$ cat config.mk
export PLATFORM = sky130hd
export DESIGN_NAME = ssd_bcd_scanner
export DESIGN_NICKNAME = d
export VERILOG_FILES = /design/src/rtl/ssd_pkg.sv /design/src/rtl/bin2bcd_seq.sv /design/src/rtl/ssd_bcd_scanner.sv
export SDC_FILE = /design/constraint.sdc
export NUM_CORES = 1
export LEC_CHECK = 0
export CAP_MARGIN = 10
export CORE_MARGIN = 1.5
export CORE_UTILIZATION = 57
export CTS_CLUSTER_DIAMETER = 200
export DETAILED_ROUTE_END_ITERATION = 8
export DONT_BUFFER_PORTS = 1
export GPL_TIMING_DRIVEN = 0
export PLACE_DENSITY = 0.73
export SLEW_MARGIN = 30
export SYNTH_ARGS = -nofsm -noshare
export SYNTH_HDL_FRONTEND = slang
export SYNTH_SLANG_ARGS = --single-unit
$ cat constraint.sdc
create_clock -name board_clk -period 2.58 [get_ports board_clk]
set_clock_uncertainty 0.2 [all_clocks]
set_input_delay 0 -clock board_clk [delete_from_list [all_inputs] [get_ports board_clk]]
set_output_delay 0 -clock board_clk [all_outputs]
set_load 0.005 [all_outputs]
$ cat src/rtl/ssd_pkg.sv
// Shared types and seven-segment glyphs for the BCD display scanner.
// Glyphs are active-high, bit 6 = segment a down to bit 0 = segment g.
package ssd_pkg;

  typedef enum logic {
    ST_IDLE = 1'b0,
    ST_CONV = 1'b1
  } state_t;

  localparam logic [6:0] SEG_0     = 7'b1111110;
  localparam logic [6:0] SEG_1     = 7'b0110000;
  localparam logic [6:0] SEG_2     = 7'b1101101;
  localparam logic [6:0] SEG_3     = 7'b1111001;
  localparam logic [6:0] SEG_4     = 7'b0110011;
  localparam logic [6:0] SEG_5     = 7'b1011011;
  localparam logic [6:0] SEG_6     = 7'b1011111;
  localparam logic [6:0] SEG_7     = 7'b1110000;
  localparam logic [6:0] SEG_8     = 7'b1111111;
  localparam logic [6:0] SEG_9     = 7'b1111011;
  localparam logic [6:0] SEG_DASH  = 7'b0000001;
  localparam logic [6:0] SEG_BLANK = 7'b0000000;

  localparam int POW10_W = 40;

  function automatic logic [POW10_W-1:0] pow10(input int n);
    logic [POW10_W-1:0] r;
    r = POW10_W'(1);
    for (int i = 0; i < n; i++) begin
      r = r * POW10_W'(10);
    end
    return r;
  endfunction

  function automatic logic [6:0] glyph(input logic [3:0] d);
    logic [6:0] g;
    case (d)
      4'd0:    g = SEG_0;
      4'd1:    g = SEG_1;
      4'd2:    g = SEG_2;
      4'd3:    g = SEG_3;
      4'd4:    g = SEG_4;
      4'd5:    g = SEG_5;
      4'd6:    g = SEG_6;
      4'd7:    g = SEG_7;
      4'd8:    g = SEG_8;
      4'd9:    g = SEG_9;
      default: g = SEG_BLANK;
    endcase
    return g;
  endfunction

endpackage

$ cat src/rtl/bin2bcd_seq.sv
// Sequential double-dabble converter: one add-3/shift step per clock.
// valid marks the cycle performing the last step; bcd then carries the final result.
module bin2bcd_seq #(
  parameter int VALUE_W = 14,
  parameter int BCD_N   = (VALUE_W + 2) / 3
) (
  input  logic                 board_clk,
  input  logic                 reset,
  input  logic                 start,
  input  logic [VALUE_W-1:0]   bin,
  output logic                 busy,
  output logic                 valid,
  output logic [4*BCD_N-1:0]   bcd
);

  localparam int CNT_W = $clog2(VALUE_W + 1);
  localparam logic [CNT_W-1:0] LAST_STEP = CNT_W'(VALUE_W - 1);

  logic                busy_q, busy_d;
  logic [CNT_W-1:0]    cnt_q, cnt_d;
  logic [VALUE_W-1:0]  sh_q, sh_d;
  logic [4*BCD_N-1:0]  bcd_q, bcd_d;
  logic [4*BCD_N-1:0]  adj;
  logic [4*BCD_N-1:0]  step;

  always_comb begin
    adj = bcd_q;
    for (int i = 0; i < BCD_N; i++) begin
      if (adj[4*i +: 4] >= 4'd5) begin
        adj[4*i +: 4] = adj[4*i +: 4] + 4'd3;
      end
    end
    step  = {adj[4*BCD_N-2:0], sh_q[VALUE_W-1]};
    valid = busy_q && (cnt_q == LAST_STEP);
    bcd   = step;

    busy_d = busy_q;
    cnt_d  = cnt_q;
    sh_d   = sh_q;
    bcd_d  = bcd_q;
    if (start) begin
      busy_d = 1'b1;
      cnt_d  = '0;
      sh_d   = bin;
      bcd_d  = '0;
    end else if (busy_q) begin
      sh_d  = sh_q << 1;
      bcd_d = step;
      cnt_d = cnt_q + CNT_W'(1);
      if (valid) begin
        busy_d = 1'b0;
      end
    end
  end

  always_ff @(posedge board_clk) begin
    if (reset) begin
      busy_q <= 1'b0;
      cnt_q  <= '0;
    end else begin
      busy_q <= busy_d;
      cnt_q  <= cnt_d;
    end
  end

  always_ff @(posedge board_clk) begin
    sh_q  <= sh_d;
    bcd_q <= bcd_d;
  end

  assign busy = busy_q;

endmodule

$ cat src/rtl/ssd_bcd_scanner.sv
// N-digit multiplexed seven-segment driver showing an unsigned value in decimal,
// with leading-zero blanking, per-digit decimal points and dash-on-overflow.
module ssd_bcd_scanner
  import ssd_pkg::*;
#(
  parameter int NUM_DIGITS  = 4,
  parameter int VALUE_W     = 14,
  parameter int REFRESH_DIV = 18,
  parameter int ACTIVE_LOW  = 1,
  parameter int BLANK_LZ    = 1
) (
  input  logic                  board_clk,
  input  logic                  reset,
  input  logic [VALUE_W-1:0]    value,
  input  logic                  load,
  input  logic [NUM_DIGITS-1:0] dp_mask,
  input  logic                  blank_all,
  output logic                  busy,
  output logic                  done,
  output logic                  overflow,
  output logic [NUM_DIGITS-1:0] anodes,
  output logic [7:0]            segs
);

  localparam int BCD_N  = (VALUE_W + 2) / 3;
  localparam int DISP_W = 4 * NUM_DIGITS;
  localparam int EXT_W  = 4 * ((BCD_N > NUM_DIGITS) ? BCD_N : NUM_DIGITS);
  localparam int IDX_W  = (NUM_DIGITS > 1) ? $clog2(NUM_DIGITS) : 1;
  localparam logic [IDX_W-1:0] IDX_LAST = IDX_W'(NUM_DIGITS - 1);
  localparam logic [POW10_W-1:0] OVF_LIMIT = pow10(NUM_DIGITS) - POW10_W'(1);
  localparam logic [NUM_DIGITS-1:0] AN_OFF  = (ACTIVE_LOW != 0) ? '1 : '0;
  localparam logic [7:0]            SEG_OFF = (ACTIVE_LOW != 0) ? 8'hFF : 8'h00;

  state_t                state_q, state_d;
  logic                  pend_q, pend_d;
  logic [VALUE_W-1:0]    pend_val_q, pend_val_d;
  logic [VALUE_W-1:0]    val_q, val_d;
  logic [DISP_W-1:0]     disp_q, disp_d;
  logic                  ovf_q, ovf_d;
  logic                  done_q, done_d;
  logic                  busy_q, busy_d;
  logic [REFRESH_DIV-1:0] cnt_q, cnt_d;
  logic [IDX_W-1:0]      idx_q, idx_d;
  logic [NUM_DIGITS-1:0] anodes_q, anodes_d;
  logic [7:0]            segs_q, segs_d;

  logic                  eng_start;
  logic [VALUE_W-1:0]    eng_bin;
  logic                  eng_busy;
  logic                  eng_valid;
  logic [4*BCD_N-1:0]    eng_bcd;
  logic [EXT_W-1:0]      eng_ext;

  bin2bcd_seq #(
    .VALUE_W (VALUE_W),
    .BCD_N   (BCD_N)
  ) u_bin2bcd (
    .board_clk (board_clk),
    .reset     (reset),
    .start     (eng_start),
    .bin       (eng_bin),
    .busy      (eng_busy),
    .valid     (eng_valid),
    .bcd       (eng_bcd)
  );

  assign eng_ext = EXT_W'(eng_bcd);

  // Control FSM: a fresh load always beats the pending slot when a new conversion starts.
  always_comb begin
    state_d    = state_q;
    pend_d     = pend_q;
    pend_val_d = pend_val_q;
    val_d      = val_q;
    disp_d     = disp_q;
    ovf_d      = ovf_q;
    done_d     = 1'b0;
    eng_start  = 1'b0;
    eng_bin    = value;
    case (state_q)
      ST_IDLE: begin
        if (load) begin
          eng_start = 1'b1;
          val_d     = value;
          state_d   = ST_CONV;
        end else if (pend_q) begin
          eng_start = 1'b1;
          eng_bin   = pend_val_q;
          val_d     = pend_val_q;
          pend_d    = 1'b0;
          state_d   = ST_CONV;
        end
      end
      ST_CONV: begin
        if (eng_valid) begin
          disp_d = eng_ext[DISP_W-1:0];
          ovf_d  = POW10_W'(val_q) > OVF_LIMIT;
          done_d = 1'b1;
          if (load) begin
            eng_start = 1'b1;
            val_d     = value;
          end else if (pend_q) begin
            eng_start = 1'b1;
            eng_bin   = pend_val_q;
            val_d     = pend_val_q;
            pend_d    = 1'b0;
          end else begin
            state_d = ST_IDLE;
          end
        end else if (load) begin
          pend_d     = 1'b1;
          pend_val_d = value;
        end
      end
      default: state_d = ST_IDLE;
    endcase
    busy_d = (state_d == ST_CONV);
  end

  always_comb begin
    cnt_d = cnt_q + REFRESH_DIV'(1);
    idx_d = idx_q;
    if (&cnt_q) begin
      idx_d = (idx_q == IDX_LAST) ? '0 : idx_q + IDX_W'(1);
    end
  end

  logic [NUM_DIGITS-1:0] zero_from;
  logic                  all_zero;
  logic [3:0]            cur_digit;
  logic                  cur_blank;
  logic                  cur_dp;
  logic [6:0]            glyph_sel;
  logic [7:0]            seg_on;
  logic [NUM_DIGITS-1:0] an_on;

  // Pin drive is computed from the next display state so new digits appear with done.
  always_comb begin
    zero_from = '0;
    all_zero  = 1'b1;
    for (int i = NUM_DIGITS - 1; i >= 0; i--) begin
      all_zero     = all_zero && (disp_d[4*i +: 4] == 4'd0);
      zero_from[i] = all_zero;
    end
    cur_digit = '0;
    cur_blank = 1'b0;
    cur_dp    = 1'b0;
    for (int i = 0; i < NUM_DIGITS; i++) begin
      if (idx_q == IDX_W'(i)) begin
        cur_digit = disp_d[4*i +: 4];
        cur_blank = (BLANK_LZ != 0) && !ovf_d && (i > 0) && zero_from[i];
        cur_dp    = dp_mask[i];
      end
    end
    if (ovf_d) begin
      glyph_sel = SEG_DASH;
    end else if (cur_blank) begin
      glyph_sel = SEG_BLANK;
    end else begin
      glyph_sel = glyph(cur_digit);
    end
    seg_on = {glyph_sel, cur_dp && !cur_blank};
    an_on  = '0;
    if (!blank_all && !cur_blank) begin
      for (int i = 0; i < NUM_DIGITS; i++) begin
        an_on[i] = (idx_q == IDX_W'(i));
      end
    end
    segs_d   = (ACTIVE_LOW != 0) ? ~seg_on : seg_on;
    anodes_d = (ACTIVE_LOW != 0) ? ~an_on : an_on;
  end

  always_ff @(posedge board_clk) begin
    if (reset) begin
      state_q  <= ST_IDLE;
      pend_q   <= 1'b0;
      disp_q   <= '0;
      ovf_q    <= 1'b0;
      done_q   <= 1'b0;
      busy_q   <= 1'b0;
      cnt_q    <= '0;
      idx_q    <= '0;
      anodes_q <= AN_OFF;
      segs_q   <= SEG_OFF;
    end else begin
      state_q  <= state_d;
      pend_q   <= pend_d;
      disp_q   <= disp_d;
      ovf_q    <= ovf_d;
      done_q   <= done_d;
      busy_q   <= busy_d;
      cnt_q    <= cnt_d;
      idx_q    <= idx_d;
      anodes_q <= anodes_d;
      segs_q   <= segs_d;
    end
  end

  always_ff @(posedge board_clk) begin
    val_q      <= val_d;
    pend_val_q <= pend_val_d;
  end

  assign busy     = busy_q;
  assign done     = done_q;
  assign overflow = ovf_q;
  assign anodes   = anodes_q;
  assign segs     = segs_q;

endmodule

---- Word level (Yosys, flattened, before mapping) ----
Memory sizes are Yosys's and may differ from the RTL's.
Cells that the tools add are included.
storage, ports and cells
  bits in registers ....................... 119
  ROM bits ................................ 112
  input port bits ......................... 22
  output and inout port bits .............. 15
  logic and storage cells ................. 108
  memories ................................ 1
cells by class
  add/subtract/negate cells ............... 8
  order comparisons ....................... 6
  equal/unequal tests ..................... 6
  mux-type cells .......................... 48
  bitwise operators ....................... 4
  reduce and logical (&&, ||, !) cells .... 20
memory list
  memory           words  width  read ports  clocked after memory_dff  write ports  RTL line       source
  (no name shown)  16     7      1           0                         0            ssd_pkg.sv:36  case (d)
operators by type and width
  kind                                                 number
  2-to-1 mux 14 bit                                    8
  case mux 14 bit (2 select lines)                     2
  2-to-1 mux 4 bit                                     9
  2-to-1 mux 16 bit                                    2
  >= comparator 4 x 3 -> 1 bit, second input constant  5
  2-to-1 mux 1 bit                                     20
  adder 18 x 1 -> 18 bit, second input constant        1
  AND reduction 18 bit                                 1
  adder 4 x 2 -> 4 bit, second input constant          4
  > comparator 14 bit, second input constant           1
  2-to-1 mux 7 bit                                     2
  zero test 4 bit                                      3
  logical AND 1 bit                                    8
  inverter 8 bit                                       1
  case mux 1 bit (2 select lines)                      3
  adder 4 x 1 -> 4 bit, second input constant          1
  == test 2 bit, second input constant                 2
  == test 4 bit, second input constant                 1
  inverter 4 bit                                       1
  OR reduction 2 bit                                   2
  adder 3 x 2 -> 3 bit, second input constant          1
  zero test 1 bit                                      3
  2-to-1 mux 3 bit                                     1
  != test 3 x 2 -> 1 bit, second input constant        1
  other kinds (8)                                      9

---- Depth between registers and ports, before layout ----
Gate-level depths: netlist of the first run.
  depth in word-level cells ............... 15
  depth in mapped cells ................... 15
  depth with buffers taken out ............ 12

---- Hierarchy ----
From an unflattened synthesis of the first run, not the netlist that was laid out.
second synthesis, totals
  cell total of the unflattened synthesis .. 572
  area, all modules ....................... 5,838.1 um2
modules (own cells, without submodules)
  module           instances  cells each  area each (um2)  sequential area each (um2)
  ssd_bcd_scanner  1          321         3,450.8          1,761.7
  bin2bcd_seq      1          251         2,387.3          920.9

---- Least setup slack after synthesis of the first run ----
OpenSTA, ideal clock, no wires.
  path type ............................... reg-to-reg
  start ................................... reg u_bin2bcd.cnt_q[1]
  end ..................................... reg segs_q[4] (netlist: segs[4])
  setup time .............................. 0.069 ns
  data arrival time ....................... 2.468 ns
  data required time ...................... 2.311 ns
  slack ................................... -0.157 ns
  cell stages (with the launch flop) ...... 14
  buffers on the path ..................... 2
  clock period less this slack ............ 2.737 ns
  cell sequence ........................... dfxtp_1 -> inv_1 -> ha_1 -> and4_4 -> buf_6 -> and2_4 -> buf_8 -> mux2i_1 -> o311ai_1 -> inv_1 -> ha_1 -> nor3_1 -> a21oi_1 -> o21ai_1
on the way
  word-level cells in the longest chain between the ends .. 14
  elaborated cells between the ends (all ways) .. 26
  those cells by class .................... eq/ne: 1; mux: 13; bitwise: 1; reduce/logical: 10; memory: 1
RTL lines
  what                                                          RTL line                source
  from (decl)                                                   bin2bcd_seq.sv:20       logic [CNT_W-1:0] cnt_q, cnt_d;
  from (signal assigned)                                        bin2bcd_seq.sv:62       cnt_q <= cnt_d;
  == test 4 bit *                                               bin2bcd_seq.sv:34       valid = busy_q && (cnt_q == LAST_STEP);
  logical AND 1 bit *                                           bin2bcd_seq.sv:34
  branches (longest 10 deep; another with memory (16 x 7 bit))  n/a
  2-to-1 mux 7 bit *                                            ssd_bcd_scanner.sv:155  if (ovf_d) begin
  inverter 8 bit *                                              ssd_bcd_scanner.sv:169  segs_d = (ACTIVE_LOW != 0) ? ~seg_on : seg_on;
  to (signal assigned)                                          ssd_bcd_scanner.sv:195  segs_q <= segs_d;
  to (decl)                                                     ssd_bcd_scanner.sv:45   logic [7:0] segs_q, segs_d;
Mark *: on every way between the ends.
A chain may end at the register's enable or synchronous reset.

---- Worst setup path in the final report of the first run ----
Same ends and word-level chain as after synthesis.

==> results.py, run 1 <==
metrics = {
    "floorplanning": {
        "core_um2": 8760,
        "die_x_um": 98.5,
        "initial_core_util": 0.594,
        "ios": 37,
        "die-height_um": 98.5,
        "dieArea_um2": 9710,
        "num_rows": 34,
    },
    "critical_path": {
        "required_ns": 2.69,
        "r2r-end": "segs[4]",
        "r2r_slack_ns": -0.07,
        "start_kind": "flip-flop",
        "path_class": "reg2reg",
        "critPathCapture": "segs[4]",
        "path_max_fanout": 7,
        "cp-end-kind": "flip-flop",
        "ff2ff_path_depth": 12,
        "reg2reg_from": "u_bin2bcd.cnt_q[1]",
        "crit_arrival_ns": 2.76,
        "startpoint": "u_bin2bcd.cnt_q[1]",
    },
    "power_and_ir_drop": {
        "powerDensity_nw_per_um2": 539,
        "ir_worst_vdd_v": 0.000321,
        "p_leak_nw": 2.29,
    },
    "placed_design": {
        "pre_cts_slack_ns": -0.371,
        "port_buffers": 0,
        "gp_congestion": 0.860,
        "dp_hpwl_um": 7390,
    },
    "clock_tree": {
        "cts-root-buf": "clkbuf_8",
        "htreeDepth": 3,
        "path_clk_slew_ns": 0.10,
        "cts_buffer_depth": 2,
        "insertion_delay_ns": 0.38,
        "cts_tree": "built",
        "clock_sinks": 111,
        "numCtsBuffers": 9,
    },
    "detailed_routing": {
        "via_count": 4026,
        "post_drt_wl_per_cell_um": 17.8,
        "routed_wl_um": 12100,
        "viasPerCell": 5.91,
        "drcViolationCount": 0,
        "drt_iter0_markers": 196,
        "final_antenna_net_count": 0,
        "dr.pass1.iters": 5,
    },
    "global_route": {
        "first_global_vias": 3890,
        "grt_max_degree": 20,
        "antenna_found_initial": 0,
        "grt_pass1_wl_um": 19000,
        "grt-ovfl-total": 0,
        "grt_util_all_layers": 0.245,
    },
    "sta": {
        "grt_setup_unrepaired": "true",
        "period_share": 1.03,
        "slew_headroom": 0.537,
        "finalMaxSlewViolations": 0,
        "hold_viol_final": 0,
        "fin_crit_ns": 2.65,
        "max_freq_ghz": 0.377,
        "worst_slack_ns": -0.0712,
        "setup_violations": 6,
        "worst_slew_pin_slew_ns": 0.695,
    },
    "cells_and_area": {
        "fin_util": 0.731,
        "nets": 610,
        "synthToLayoutAreaGrowth_pct": 23.2,
        "drive_gt1_frac": 0.284,
        "diodes": 0,
    },
    "logic_synthesis": {
        "avgSynthCellArea_um2": 10.2,
        "syn-num-nets": 551,
        "synth_top_area_frac": 0.281,
        "yosysMostFrequentCell": "dfxtp_1",
        "yosysWarnings": 0,
        "yosysSeqAreaShare": 0.500,
        "synth-main-ff-cell": "dfxtp_1",
        "netlist_area_um2": 5200,
        "synthArstFlopShare": 0,
        "synth_cell_types": 63,
        "synth_edf_count": 38,
        "synth_top_cell_by_area": "dfxtp_1",
        "synth.area.top_cells": "dfxtp_1 (28%), edfxtp_1 (22%), mux2_2 (6.1%)",
        "synth-seq-cells": 111,
        "synth_cells": 509,
        "ys_top_cells_by_count": "dfxtp_1 (73), nor2_1 (60), nand2_1 (41)",
    },
    "outcome": {
        "run_status": "finished, violations left",
        "violations": "setup timing",
    },
    "job": {
        "cap_violations": 0,
    },
    "min_path": {
        "hold_path_class": "in2reg",
    },
}
## layout make-up
| cell class | instances | area (um2) |
|---|---|---|
| multi-input cells | 353 | 2840 |
| clock inverters | 6 | 37.5 |
| fillers | 598 | 2350 |
| plain buffers | 23 | 120 |
| well taps | 108 | 135 |
| repair buffers | 50 | 443 |
| inverters | 20 | 81.3 |
| clock buffers | 10 | 128 |
| flip-flops and latches | 111 | 2630 |
## where the power goes
part	internal [W]	switching, W	leakage [nW]
logic	0.000247	0.000294	1.25
registers	0.00192	0.0000596	0.963
clock network	0.000347	0.000585	0.0797
total	0.00252	0.000939	2.29
## routing by layer
layer | vias to the layer above | track usage | share of wire
met5 | - | 0 | 0
met4 | 0 | 0.0780 | 0.025
li1 | 1925 | - | -
met1 | 1976 | 0.318 | 0.44
met2 | 97 | 0.417 | 0.50
met3 | 28 | 0.0433 | 0.039
## worst min path at each step
stage / startpoint / depth (start not counted) / endpoint
floorplan: value[0] / 0 / pend_val_q[0]
global placement: value[10] / 0 / pend_val_q[10]
detailed placement: value[4] / 0 / pend_val_q[4]
CTS: value[11] / 1 / pend_val_q[11]
global route: value[8] / 1 / pend_val_q[8]
finish: load / 2 / val_q[8]
## placed cells by master, fill, tap and decap left out, types with 4 or more instances in the layout
master,Yosys,layout
ha_2,0,7
dlygate4sd3_1,0,19
a211oi_1,5,4
o21ai_1,5,6
and3_1,6,6
mux2_2,28,26
buf_4,0,29
buf_2,6,5
xor2_1,13,13
ha_4,0,4
mux2i_1,13,12
nor2b_1,7,7
nor3_1,7,6
a21oi_4,1,4
clkbuf_1,14,15
nand2_1,41,41
dfxtp_1,73,63
nor2_1,60,57
o21ai_0,17,13
ha_1,20,9
edfxtp_1,38,38
inv_2,0,7
inv_1,20,11
nor3b_1,4,4
dfxtp_4,0,4
xnor2_1,10,6
clkbuf_8,0,9
nand3_1,21,21
dfxtp_2,0,6
a21oi_1,32,27
## what timing repair did
| action | CTS | global route |
|---|---|---|
| gates resized for setup | 45 | 53 |
| setup buffers | 13 | 17 |
| cloned | 0 | 0 |
| pin swaps | 13 | 24 |
| hold buffers | 19 | 0 |
| setup endpoints to repair | 38 | 37 |
| hold endpoints to repair | 68 | 0 |
## sequential cells by signal, summed over array words and instances, names as in the netlist, 8 cells and up
name             flops
u_bin2bcd.bcd_q     16
disp_q              16
cnt_q               18
u_bin2bcd.sh_q      14
segs                 8
pend_val_q          14
val_q               10
## per-stage QoR
stage	hold slack (ns)	power, W	area [um2]	std cells	setup TNS, ns
after global routing	0.0712	0.00359	6410	681	-0.895
final	0.0689	0.00345	6410	681	-0.242
after CTS	0.0599	0.00337	6030	664	-0.0221
after floorplan	-0.101	0.00228	5230	509	-0.0150
after detailed placement	-0.101	0.00238	5380	618	-9.33
after global placement	-0.101	0.00236	5360	617	-7.88
## logic make-up after synthesis
logic type	Yosys count	synth area share
flip-flops	111	0.500
buffers and inverters	45	0.0421
AO/OA/AOI/OAI	95	0.125
multiplexers	41	0.0856
XOR/XNOR	23	0.0387
adder cells (fa/ha/maj)	20	0.0481
AND/OR/NAND/NOR	174	0.160
## worst max-delay path: stages (launching register included)
cell      delay (ns)
dfxtp_2         0.34
inv_2           0.06
ha_4            0.12
and4_4          0.30
and2_4          0.23
buf_4           0.15
mux2i_1         0.38
o311ai_4        0.15
inv_2           0.13
ha_4            0.22
nor3_4          0.17
a21oi_2         0.05
o21ai_1         0.11
Note: power is estimated with default switching activity, not from simulation.
==> inputs of run 2 (changes only) <==
==> constraint.sdc (replaced) <==
create_clock -name board_clk -period 2.58 [get_ports board_clk]
set_clock_uncertainty 0.2 [all_clocks]
set_input_delay 0.516 -clock board_clk [delete_from_list [all_inputs] [get_ports board_clk]]
set_output_delay 0.516 -clock board_clk [all_outputs]
set_load 0.005 [all_outputs]
==> run 2 against run 1 <==
Net effect:
- worst setup slack got worse by 0.012 ns
- fmax fell by 0.45%
- non-clock buffer count fell by 21
- sequential power barely moved
- largest cell class unchanged
- the run still ends with setup timing left
- critical path type unchanged
- critical endpoint is now segs[3]
==> results.py, run 2 (same netlist as run 1, synthesis figures left out) <==
metrics = {
    "detailed_routing": {
        "dr.pass1.iters": 5,
        "viasPerCell": 5.97,
        "routed_wl_um": 12000,
        "via_count": 3940,
        "final_antenna_net_count": 0,
        "post_drt_wl_per_cell_um": 18.1,
        "drt_iter0_markers": 234,
        "drcViolationCount": 0,
    },
    "placed_design": {
        "place_inst": 618,
        "dp_hpwl_um": 7390,
        "pre_cts_slack_ns": -0.371,
        "postPlaceCellArea_um2": 5380,
        "port_buffers": 0,
        "gp_congestion": 0.860,
    },
    "global_route": {
        "grt_util_all_layers": 0.240,
        "grt-ovfl-total": 0,
        "first_global_vias": 3812,
        "grt_max_degree": 20,
        "grt_pass1_wl_um": 18600,
        "antenna_found_initial": 0,
    },
    "min_path": {
        "hold_path_class": "in2reg",
        "min-delay-start": "value[13]",
    },
    "floorplanning": {
        "core_um2": 8760,
        "num_rows": 34,
        "initial_core_util": 0.594,
        "die_x_um": 98.5,
        "dieArea_um2": 9710,
        "die-height_um": 98.5,
        "ios": 37,
    },
    "outcome": {
        "run_status": "finished, violations left",
        "violations": "setup timing",
    },
    "power_and_ir_drop": {
        "ir_worst_vdd_v": 0.000322,
        "p_sw_frac": 0.272,
        "power.switching_w": 0.000941,
        "p_seq_frac": 0.574,
        "p_leak_nw": 2.21,
        "power.total_w": 0.00346,
        "p_int_w": 0.00251,
        "comb_power_share": 0.155,
        "clkPwrFrac": 0.271,
        "powerDensity_nw_per_um2": 552,
    },
    "sta": {
        "worst_slew_pin_slew_ns": 0.682,
        "finalMaxSlewViolations": 0,
        "setup_violations": 3,
        "fin_crit_ns": 2.66,
        "slew_headroom": 0.545,
        "grt_setup_unrepaired": "true",
        "hold_viol_final": 0,
        "max_freq_ghz": 0.375,
        "worst_slack_ns": -0.0833,
        "period_share": 1.03,
    },
    "clock_tree": {
        "numCtsBuffers": 9,
        "cts-root-buf": "clkbuf_8",
        "insertion_delay_ns": 0.37,
        "path_clk_slew_ns": 0.11,
        "clock_sinks": 111,
        "cts_hold_buf": 0,
        "htreeDepth": 3,
        "cts_tree": "built",
        "cts_buffer_depth": 2,
    },
    "critical_path": {
        "cpMostUsedCell": "inv_2",
        "cp_slowest_cell": "dfxtp_2",
        "reg2reg_from": "u_bin2bcd.cnt_q[1]",
        "required_ns": 2.63,
        "crit_arrival_ns": 2.72,
        "cp-end-kind": "flip-flop",
        "critPathMaxStageDelay_ns": 0.34,
        "r2r-end": "segs[3]",
        "critPathCapture": "segs[3]",
        "r2r_slack_ns": -0.08,
        "path_cells": "inv_2, ha_4, and4_4, and2_4, buf_12, a31oi_4, a22oi_2, o311ai_4, inv_2, ha_2, inv_2, nor2_2, o311ai_2",
        "start_kind": "flip-flop",
        "ff2ff_path_depth": 13,
        "path_max_fanout": 8,
        "startpoint": "u_bin2bcd.cnt_q[1]",
        "path_class": "reg2reg",
    },
    "cells_and_area": {
        "nets": 589,
        "final_cell_mix": "dfxtp_1 (62), nor2_1 (57), nand2_1 (41)",
        "largest-register": "cnt_q",
        "fin_area_um2": 6260,
        "diodes": 0,
        "reg_top3": "cnt_q x18, disp_q x16, u_bin2bcd.bcd_q x16",
        "finalNonFillerCells": 660,
        "largest_reg_flops": 18,
        "synthToLayoutAreaGrowth_pct": 20.2,
        "final_common_cell": "dfxtp_1",
        "drive_gt1_frac": 0.303,
        "filler_cell_count": 606,
    },
    "job": {
        "cap_violations": 0,
    },
}
run 2: changes by cell type in the layout (fill, tap and decap cells not counted), moves of 2 or more:
cell and change:
ha_4 +3, dlygate4sd3_1 -19, buf_4 -4, buf_6 +2, ha_1 -2, dfxtp_2 +2
run 2: layout make-up:
type / count / area [um2] / area share
multi-input combinational: 353 / 2880 / 0.461
tap: 108 / 135 / 0.0216
sequential: 111 / 2620 / 0.419
inverter: 20 / 81.3 / 0.0130
timing repair buffer: 29 / 245 / 0.0392
clock buffer: 10 / 128 / 0.0204
clock inverter: 6 / 37.5 / 0.00600
buffer: 23 / 123 / 0.0196
run 2: layer usage:
metal / global-route usage / wire [um] / share of wire
met4: 0.0856 / 197 / 0.016
met1: 0.318 / 5120 / 0.43
met3: 0.0440 / 566 / 0.047
met5: 0 / 0 / 0
met2: 0.397 / 6060 / 0.51
run 2: stage by stage:
step,TNS (ns),hold WS (ns),util
finish,-0.153,0.0249,0.714
global route,-0.611,0.0102,0.714
CTS,-0.0221,0.0197,0.666
detailed placement,-9.33,0.244,0.614
global placement,-7.88,0.241,0.612
floorplan,-0.0150,0.226,-
run 2: timing repair:
action / 4_1_cts / 5_1_grt
pin swaps: 13 / 22
gates resized for setup: 45 / 63
buffers inserted: 13 / 15
endpoints found under the setup margin: 38 / 37
run 2: worst max-delay path, delay by kind of cell (launching register included):
family / cells / cell delay [ns]
AND/OR/NAND/NOR: 3 / 0.69
AO/OA/AOI/OAI: 4 / 0.60
flip-flops: 1 / 0.34
buffers and inverters: 4 / 0.40
adder cells (fa/ha/maj): 2 / 0.32
run 2: worst min path at each step:
stage | to | slack (ns) | cells past startpoint
floorplan | cnt_q[0] | 0.23 | 1
global placement | cnt_q[0] | 0.24 | 1
detailed placement | cnt_q[0] | 0.24 | 1
CTS | pend_val_q[10] | 0.02 | 0
global route | pend_val_q[13] | 0.01 | 0
finish | pend_val_q[13] | 0.02 | 0
run 2: power groups by stage:
stage	combinational (W)	clock, W	sequential [W]
after detailed placement	0.000374	0	0.00201
after floorplan	0.000285	0	0.00199
after global routing	0.000579	0.00102	0.00200
after global placement	0.000350	0	0.00201
after CTS	0.000423	0.000945	0.00198
final	0.000536	0.000935	0.00198
==> inputs of run 3 (changes only) <==
--- a/config.mk
+++ b/config.mk
@@ -13,6 +13,7 @@
 export DONT_BUFFER_PORTS = 1
 export GPL_TIMING_DRIVEN = 0
 export PLACE_DENSITY = 0.73
+export RECOVER_POWER = 50
 export SLEW_MARGIN = 30
 export SYNTH_ARGS = -nofsm -noshare
 export SYNTH_HDL_FRONTEND = slang
==> run 3 against run 2 <==
Net effect:
- the flow still finishes with violations (setup timing)
- register-to-register slack is essentially flat
- die area is the same
- largest power group unchanged
- worst setup slack gained 0.0028 ns
- sequential share of layout area grew 0.076 points
==> results.py, run 3 (same netlist as run 1, synthesis figures left out) <==
metrics = {
    "floorplanning": {
        "die_x_um": 98.5,
        "core_um2": 8760,
        "ios": 37,
        "die-height_um": 98.5,
        "dieArea_um2": 9710,
        "initial_core_util": 0.594,
        "num_rows": 34,
    },
    "sta": {
        "worst_slack_ns": -0.0805,
        "hold_ws_ns": 0.0244,
        "slew_headroom": 0.496,
        "grt_setup_unrepaired": "true",
        "period_share": 1.03,
        "finalSetupTns_ns": -0.151,
        "hold_viol_final": 0,
        "max_freq_ghz": 0.376,
        "finalMaxSlewViolations": 0,
        "setup_violations": 4,
        "worst_slew_pin_slew_ns": 0.757,
        "fin_crit_ns": 2.66,
    },
    "power_and_ir_drop": {
        "ir_worst_vdd_v": 0.000322,
        "powerDensity_nw_per_um2": 554,
        "p_leak_nw": 2.21,
    },
    "cells_and_area": {
        "final_common_cell": "dfxtp_1",
        "largest-register": "cnt_q",
        "finalNonFillerCells": 660,
        "reg_top3": "cnt_q x18, disp_q x16, u_bin2bcd.bcd_q x16",
        "diodes": 0,
        "fin_area_um2": 6250,
        "final_cell_mix": "dfxtp_1 (62), nor2_1 (57), nand2_1 (41)",
        "largest_reg_flops": 18,
        "drive_gt1_frac": 0.290,
        "synthToLayoutAreaGrowth_pct": 20.0,
        "nets": 589,
    },
    "clock_tree": {
        "path_clk_slew_ns": 0.11,
        "clock_sinks": 111,
        "cts_buffer_depth": 2,
        "cts-root-buf": "clkbuf_8",
        "cts_tree": "built",
        "htreeDepth": 3,
        "numCtsBuffers": 9,
        "insertion_delay_ns": 0.38,
    },
    "min_path": {
        "hold_path_class": "in2reg",
        "min-delay-start": "value[13]",
    },
    "placed_design": {
        "dp_hpwl_um": 7390,
        "place_inst": 618,
        "gp_congestion": 0.860,
        "postPlaceCellArea_um2": 5380,
        "pre_cts_slack_ns": -0.371,
        "port_buffers": 0,
    },
    "critical_path": {
        "reg2reg_from": "u_bin2bcd.cnt_q[1]",
        "cp-end-kind": "flip-flop",
        "crit_arrival_ns": 2.71,
        "startpoint": "u_bin2bcd.cnt_q[1]",
        "path_class": "reg2reg",
        "path_max_fanout": 8,
        "start_kind": "flip-flop",
        "required_ns": 2.63,
    },
    "outcome": {
        "run_status": "finished, violations left",
        "violations": "setup timing",
    },
    "detailed_routing": {
        "routed_wl_um": 12000,
        "drt_iter0_markers": 210,
        "viasPerCell": 5.91,
        "post_drt_wl_per_cell_um": 18.2,
        "final_antenna_net_count": 0,
        "via_count": 3901,
        "drcViolationCount": 0,
        "dr.pass1.iters": 5,
    },
    "global_route": {
        "grt-ovfl-total": 0,
        "antenna_found_initial": 0,
        "first_global_vias": 3812,
        "grt_util_all_layers": 0.240,
        "grt_pass1_wl_um": 18600,
        "grt_max_degree": 20,
    },
    "job": {
        "cap_violations": 0,
    },
}
run 3: final cells by class:
| cell class | instances | area [um2] |
|---|---|---|
| Clock buffer | 10 | 128 |
| Inverter | 20 | 81.3 |
| Timing Repair Buffer | 29 | 238 |
| Sequential cell | 111 | 2620 |
| Multi-Input combinational cell | 353 | 2880 |
| Fill cell | 610 | 2520 |
| Tap cell | 108 | 135 |
| Clock inverter | 6 | 37.5 |
| Buffer | 23 | 123 |
run 3: through the flow:
step / util / total power (W)
final: 0.713 / 0.00346
after global routing: 0.713 / 0.00358
after CTS: 0.666 / 0.00334
after detailed placement: 0.614 / 0.00238
after global placement: 0.612 / 0.00236
after floorplan: - / 0.00228
run 3: path summary, 6_finish.rpt:
kind / endpoint / slack (ns) / depth (start not counted)
setup reg to reg: segs[3] / -0.08 / 13
setup / recovery: segs[3] / -0.08 / 13
hold / removal: pend_val_q[13] / 0.02 / 0
hold reg to reg: disp_q[1] / 0.28 / 2
run 3: layer usage:
| metal | vias to the layer above | wire, um | GRT usage |
|---|---|---|---|
| li1 | 1890 | - | - |
| met3 | 22 | 480 | 0.0440 |
| met4 | 0 | 184 | 0.0856 |
| met2 | 79 | 6040 | 0.397 |
| met5 | - | 0 | 0 |
| met1 | 1910 | 5290 | 0.318 |
run 3: where the power goes:
part / switching (W) / total (W) / internal, W
sequential: 0.0000612 / 0.00198 / 0.00192
combinational: 0.000291 / 0.000531 / 0.000239
clock: 0.000596 / 0.000943 / 0.000348
run 3: timing repair:
action                                  CTS  global route
endpoints found under the setup margin   38            37
pin swaps                                13            22
gates resized for setup                  45            63
hold buffers                              0             0
setup buffers                            13            15
cloned                                    0             0
run 3: worst max-delay path, cell delays in order (launching register included):
cell,delay (ns)
dfxtp_2,0.34
inv_2,0.06
ha_4,0.12
and4_4,0.30
and2_4,0.26
buf_12,0.15
a31oi_4,0.10
a22oi_2,0.24
o311ai_4,0.16
inv_2,0.14
ha_2,0.20
inv_2,0.05
nor2_2,0.13
o311ai_2,0.10
